===== config.mk =====
export PLATFORM = sky130hd
export DESIGN_NAME = pe_b_pack_buffer
export DESIGN_NICKNAME = d
export VERILOG_FILES = /design/src/rtl/pe_b_pack_buffer.sv
export SDC_FILE = /design/constraint.sdc
export NUM_CORES = 1
export LEC_CHECK = 0
export BUFFER_PORTS_ARGS = -buffer_cell sky130_fd_sc_hd__buf_2
export CELL_PAD_IN_SITES_DETAIL_PLACEMENT = 1
export CELL_PAD_IN_SITES_GLOBAL_PLACEMENT = 1
export CORE_MARGIN = 2
export CORE_UTILIZATION = 40
export CTS_BUF_LIST = sky130_fd_sc_hd__clkbuf_8
export CTS_CLUSTER_SIZE = 25
export DETAILED_ROUTE_END_ITERATION = 12
export PLACE_DENSITY = 0.89
export RECOVER_POWER = 50
export REMOVE_ABC_BUFFERS = 1
export SLEW_MARGIN = 10
export SYNTH_ARGS = -nofsm -noshare
export SYNTH_HDL_FRONTEND = slang
export SYNTH_SLANG_ARGS = --single-unit

===== constraint.sdc =====
create_clock -name clk -period 1.95 [get_ports clk]
set_clock_uncertainty 0.1 [all_clocks]
set_input_delay 0 -clock clk [delete_from_list [all_inputs] [get_ports clk]]
set_output_delay 0 -clock clk [all_outputs]
set_load 0.02 [all_outputs]

===== src/rtl/pe_b_pack_buffer.sv =====
// Packs a stream of operand elements into multi-element words for the PE array.
// An accumulator feeds an output holding register, so the consumer can stall without losing data.
module pe_b_pack_buffer #(
    parameter int ELEM_W = 16,
    parameter int N_ELEM = 4,
    parameter int CNT_W  = $clog2(N_ELEM + 1)
) (
    input  logic                     clk,
    input  logic                     rst,
    input  logic                     in_valid,
    output logic                     in_ready,
    input  logic [ELEM_W-1:0]        in_data,
    input  logic                     in_last,
    input  logic                     clear,
    output logic                     out_valid,
    input  logic                     out_ready,
    output logic [ELEM_W*N_ELEM-1:0] out_data,
    output logic [CNT_W-1:0]         out_count,
    output logic [CNT_W-1:0]         acc_count
);

    localparam int WORD_W = ELEM_W * N_ELEM;

    typedef enum logic {
        ACC_FILL,
        ACC_FULL
    } acc_state_t;

    acc_state_t        state_q;
    acc_state_t        state_d;
    logic [WORD_W-1:0] acc_data_q;
    logic [WORD_W-1:0] acc_data_d;
    logic [CNT_W-1:0]  acc_cnt_q;
    logic [CNT_W-1:0]  acc_cnt_d;
    logic [WORD_W-1:0] out_data_q;
    logic [WORD_W-1:0] out_data_d;
    logic [CNT_W-1:0]  out_count_q;
    logic [CNT_W-1:0]  out_count_d;
    logic              out_valid_q;
    logic              out_valid_d;

    logic [WORD_W-1:0] packed_word;
    logic [CNT_W-1:0]  cnt_inc;
    logic              acc_full;
    logic              accept;
    logic              complete;
    logic              slot_free;
    logic              xfer_new;
    logic              xfer_held;

    assign acc_full  = (state_q == ACC_FULL);
    assign in_ready  = !acc_full && !clear;
    assign accept    = in_valid && in_ready;
    assign cnt_inc   = acc_cnt_q + CNT_W'(1);
    assign complete  = accept && ((cnt_inc == CNT_W'(N_ELEM)) || in_last);
    assign slot_free = !out_valid_q || out_ready;
    assign xfer_new  = complete && slot_free;
    // clear wins over a held word: that word is dropped
    assign xfer_held = acc_full && slot_free && !clear;

    // Newest element in the low lane; a fresh word ignores leftover acc_data
    always_comb begin
        packed_word = {{(WORD_W - ELEM_W){1'b0}}, in_data};
        if (acc_cnt_q != '0) begin
            packed_word = {acc_data_q[WORD_W-ELEM_W-1:0], in_data};
        end
    end

    always_comb begin
        state_d    = state_q;
        acc_data_d = acc_data_q;
        acc_cnt_d  = acc_cnt_q;
        if (clear || xfer_held) begin
            state_d    = ACC_FILL;
            acc_data_d = '0;
            acc_cnt_d  = '0;
        end else if (accept) begin
            if (xfer_new) begin
                acc_data_d = '0;
                acc_cnt_d  = '0;
            end else begin
                acc_data_d = packed_word;
                acc_cnt_d  = cnt_inc;
                if (complete) begin
                    state_d = ACC_FULL;
                end
            end
        end
    end

    always_comb begin
        out_valid_d = out_valid_q;
        out_data_d  = out_data_q;
        out_count_d = out_count_q;
        if (xfer_new) begin
            out_valid_d = 1'b1;
            out_data_d  = packed_word;
            out_count_d = cnt_inc;
        end else if (xfer_held) begin
            out_valid_d = 1'b1;
            out_data_d  = acc_data_q;
            out_count_d = acc_cnt_q;
        end else if (out_valid_q && out_ready) begin
            out_valid_d = 1'b0;
        end
    end

    always_ff @(posedge clk) begin
        if (rst) begin
            state_q     <= ACC_FILL;
            acc_data_q  <= '0;
            acc_cnt_q   <= '0;
            out_valid_q <= 1'b0;
            out_data_q  <= '0;
            out_count_q <= '0;
        end else begin
            state_q     <= state_d;
            acc_data_q  <= acc_data_d;
            acc_cnt_q   <= acc_cnt_d;
            out_valid_q <= out_valid_d;
            out_data_q  <= out_data_d;
            out_count_q <= out_count_d;
        end
    end

    assign out_valid = out_valid_q;
    assign out_data  = out_data_q;
    assign out_count = out_count_q;
    assign acc_count = acc_cnt_q;

endmodule


==> impl_metrics.sql <==
INSERT INTO impl_metrics (metric_group, metric, value, unit) VALUES
('critical_path', 'reg2reg_setup_slack', '-0.01', 'ns'),
('critical_path', 'kind_of_cell_adding_the_most_delay_to_the_critical_path', 'compound AO/OA/AOI/OAI gates', ''),
('die', 'die-width', '124', 'um'),
('clock_tree', 'clkSinkCount', '136', ''),
('critical_path', 'ff2ff_path_depth', '8', ''),
('run_status', 'outcome', 'complete, but fails checks', ''),
('yosys', 'ys.flop_type', 'sky130_fd_sc_hd__dfxtp_1', ''),
('yosys', 'synth_edf_count', '0', ''),
('critical_path', 'crit_path_start', 'acc_count[0]$_SDFFE_PP0P_', ''),
('drt', 'drtAntennaViolNets', '0', ''),
('die', 'floorplan.die.height', '124', 'um'),
('critical_path', 'type_of_the_setup_path_with_the_least_slack', 'register to register', ''),
('job', 'cap_viol_max_count', '0', ''),
('placement', 'portBuffers', '93', ''),
('power_and_ir_drop', 'static-leakage-power', '2.90', 'nW'),
('finish', 'drive_above_1_share', '0.205', ''),
('clock_tree', 'clk_pin_slew', '0.08', 'ns'),
('clock_tree', 'cts_inserted_buffers', '17', ''),
('global_routing', 'antenna_found_initial', '0', ''),
('sta', 'worst_pin_slew', '0.607', 'ns'),
('die', 'initial_core_util', '0.413', ''),
('sta', 'worst_slew_margin_rel', '0.595', ''),
('yosys', 'synth_cell_types', '28', ''),
('clock_tree', 'clock_latency', '0.47', 'ns'),
('yosys', 'synth.ff_latch_count', '136', ''),
('critical_path', 'timing.critical_path.from_type', 'register', ''),
('die', 'rows', '43', ''),
('critical_path', 'worstPathRequired', '2.24', 'ns'),
('drt', 'detailedRoute.firstPassIterationCount', '4', ''),
('critical_path', 'cp_max_fo', '9', ''),
('global_routing', 'track_usage', '0.217', ''),
('yosys', 'synth.avg_cell_area', '9.57', 'um^2'),
('global_routing', 'grt_max_degree', '70', ''),
('critical_path', 'timing.critical_path.to_type', 'register', ''),
('drt', 'vias_per_cell', '5.55', ''),
('sta', 'clock.fmax', '509', 'MHz'),
('power_and_ir_drop', 'sum_of_internal_switching_and_leakage_power', '6.15', 'mW'),
('power_and_ir_drop', 'ir_drop', '0.444', 'mV'),
('critical_path', 'path_buf_inv', '2', ''),
('global_routing', 'first_global_vias', '5283', ''),
('yosys', 'synthTopCellsByArea', 'sky130_fd_sc_hd__dfxtp_1, sky130_fd_sc_hd__mux2i_1, sky130_fd_sc_hd__a211oi_2', ''),
('critical_path', 'timing.critical_path.cells', 'ha_2, ha_1, or2_4, a21boi_4, buf_12, clkbuf_16, nand3_1, a21oi_2', ''),
('yosys', 'postSynth.asyncResetShare', '0', ''),
('drt', 'drc', '0', ''),
('placement', 'gp_routability_congestion', '0.763', ''),
('sta', 'finalWorstSetupSlack', '-0.0128', 'ns'),
('die', 'floorplan.core_area', '0.0140', 'mm^2'),
('finish', 'finish.net_count', '728', ''),
('critical_path', 'crit_slowest_cell', 'sky130_fd_sc_hd__dfxtp_2', ''),
('finish', 'p_r_area_growth_vs_syn', '24.6', '%'),
('sta', 'min_period_over_period', '1.01', ''),
('yosys', 'synth_top_cell_area_share', '0.470', ''),
('die', 'floorplan.io_pins', '94', ''),
('hold_path', 'hold_start', 'in_last', ''),
('power_and_ir_drop', 'power_density', '851', 'mW/mm^2'),
('drt', 'routedWlPerCell', '19.1', 'um'),
('sta', 'timing.hold.ws', '0.122', 'ns'),
('yosys', 'yosysTopAreaCell', 'sky130_fd_sc_hd__dfxtp_1', ''),
('finish', 'diodes', '0', ''),
('hold_path', 'hold_path_depth', '6', ''),
('sta', 'report.final.setup_viol', '1', ''),
('run_status', 'failed_checks', 'negative setup slack', ''),
('placement', 'detailedPlacementHpwl', '10200', 'um'),
('yosys', 'syn_inst', '606', ''),
('sta', 'slew_violations', '0', ''),
('hold_path', 'min_delay_path_class', 'input port to register', ''),
('critical_path', 'worst_r2r_startpoint', 'acc_count[0]$_SDFFE_PP0P_', ''),
('global_routing', 'grt_first_pass_wirelength', '27200', 'um'),
('drt', 'vias_post_dr', '4972', ''),
('sta', 'final.min_clock_period', '1.96', 'ns'),
('global_routing', 'overflow', '0', '');
==> metrics by stage <==
step / util / TNS [ns] / area, um^2 / worst slack (ns) / cells
floorplan: - / -276.06 / 5490 / -2.79 / 543
global placement: 0.464 / 0 / 6520 / 0.0861 / 839
detailed placement: 0.464 / -0.142 / 6520 / -0.0710 / 839
CTS: 0.514 / 0 / 7220 / 0.0150 / 892
global route: 0.515 / -0.147 / 7230 / -0.0751 / 896
finish: 0.515 / -0.0128 / 7230 / -0.0128 / 896
==> state kept, by name (all words and copies together), names as in the netlist <==
name	cells
acc_data_q	64
out_data	64
acc_full	1
out_valid	1
out_count	3
acc_count	3
==> layer usage <==
metal | up-vias | wire length, um | GRT usage
li1 | 2382 | - | -
met1 | 2445 | 7360 | 0.260
met2 | 116 | 8690 | 0.370
met3 | 29 | 717 | 0.0546
met4 | 0 | 342 | 0.0905
met5 | - | 0 | 0
==> how the worst max path moves through the flow <==
stage                                        endpoint  depth (start not counted)  slack (ns)
after floorplan             out_count[0]$_SDFFE_PP0P_                          4       -2.79
after global placement    acc_data_q[38]$_SDFFE_PP0P_                          7        0.09
after detailed placement  acc_data_q[56]$_SDFFE_PP0P_                          7       -0.07
after CTS                 acc_data_q[56]$_SDFFE_PP0P_                          8        0.02
after global routing      acc_data_q[46]$_SDFFE_PP0P_                          8       -0.08
final                     acc_data_q[46]$_SDFFE_PP0P_                          8       -0.01
==> report_power, final <==
| part | switching [mW] | total (mW) | internal [mW] |
|---|---|---|---|
| logic | 0.382 | 0.592 | 0.210 |
| registers | 0.0489 | 2.90 | 2.85 |
| clock network | 1.12 | 2.66 | 1.54 |
| total | 1.55 | 6.15 | 4.60 |
==> area by class of cell <==
type,count,area [um^2]
clock buffer,18,248
multi-input combinational,403,2820
timing repair buffer,141,990
clock inverter,14,205
fill,1602,6820
sequential,136,2720
tap,180,225
inverter,4,15.0
==> tightest hold or removal path, cell delays in order <==
cell and delay [ns]:
sky130_fd_sc_hd__buf_2 0.10, sky130_fd_sc_hd__or2_4 0.15, sky130_fd_sc_hd__a21boi_4 0.08, sky130_fd_sc_hd__buf_4 0.16, sky130_fd_sc_hd__nand3_1 0.08, sky130_fd_sc_hd__a21oi_1 0.06
==> cells in the final DEF, fill, tap and decap left out, types with 17 or more instances in the layout <==
master / synthesis / final
sky130_fd_sc_hd__clkbuf_1: 35 / 72
sky130_fd_sc_hd__a22oi_1: 17 / 17
sky130_fd_sc_hd__a21oi_1: 100 / 87
sky130_fd_sc_hd__clkbuf_8: 0 / 18
sky130_fd_sc_hd__buf_2: 20 / 20
sky130_fd_sc_hd__dlygate4sd3_1: 0 / 19
sky130_fd_sc_hd__nand2_1: 51 / 51
sky130_fd_sc_hd__dfxtp_1: 136 / 135
sky130_fd_sc_hd__mux2i_1: 66 / 66
sky130_fd_sc_hd__a211oi_1: 20 / 25
sky130_fd_sc_hd__a211oi_2: 46 / 41
sky130_fd_sc_hd__nor2_1: 38 / 38
sky130_fd_sc_hd__nand3_1: 48 / 47
==> cell usage after synthesis (all sizes together), types with 2 or more instances <==
master and instances:
nand2b 2, nand3 49, mux2i 66, buf 28, nand2 51, clkbuf 35
dfxtp 136, a22oi 17, inv 4, ha 3, nor2 38, a21oi 101
a211oi 66
==> logic make-up (layout without fill, tap and decap cells) <==
| group | after synthesis | after routing | share of synthesized area |
|---|---|---|---|
| DFF | 136 | 136 | 0.470 |
| adders and majority gates | 3 | 3 | 0.00647 |
| buffers and inverters | 67 | 177 | 0.0555 |
| and+or+nand+nor | 145 | 145 | 0.111 |
| AOI/OAI and AO/OA | 188 | 188 | 0.241 |
| muxes | 67 | 67 | 0.116 |
==> repair_timing <==
item | CTS | global route
gates resized for setup | 3 | 20
pin swaps | 2 | 11
hold buffers | 19 | 0
cloned | 1 | 2
endpoints found under the setup margin | 27 | 61
endpoints found under the hold margin | 42 | 0
setup buffers | 1 | 2
(Power assumes the default switching activity.)
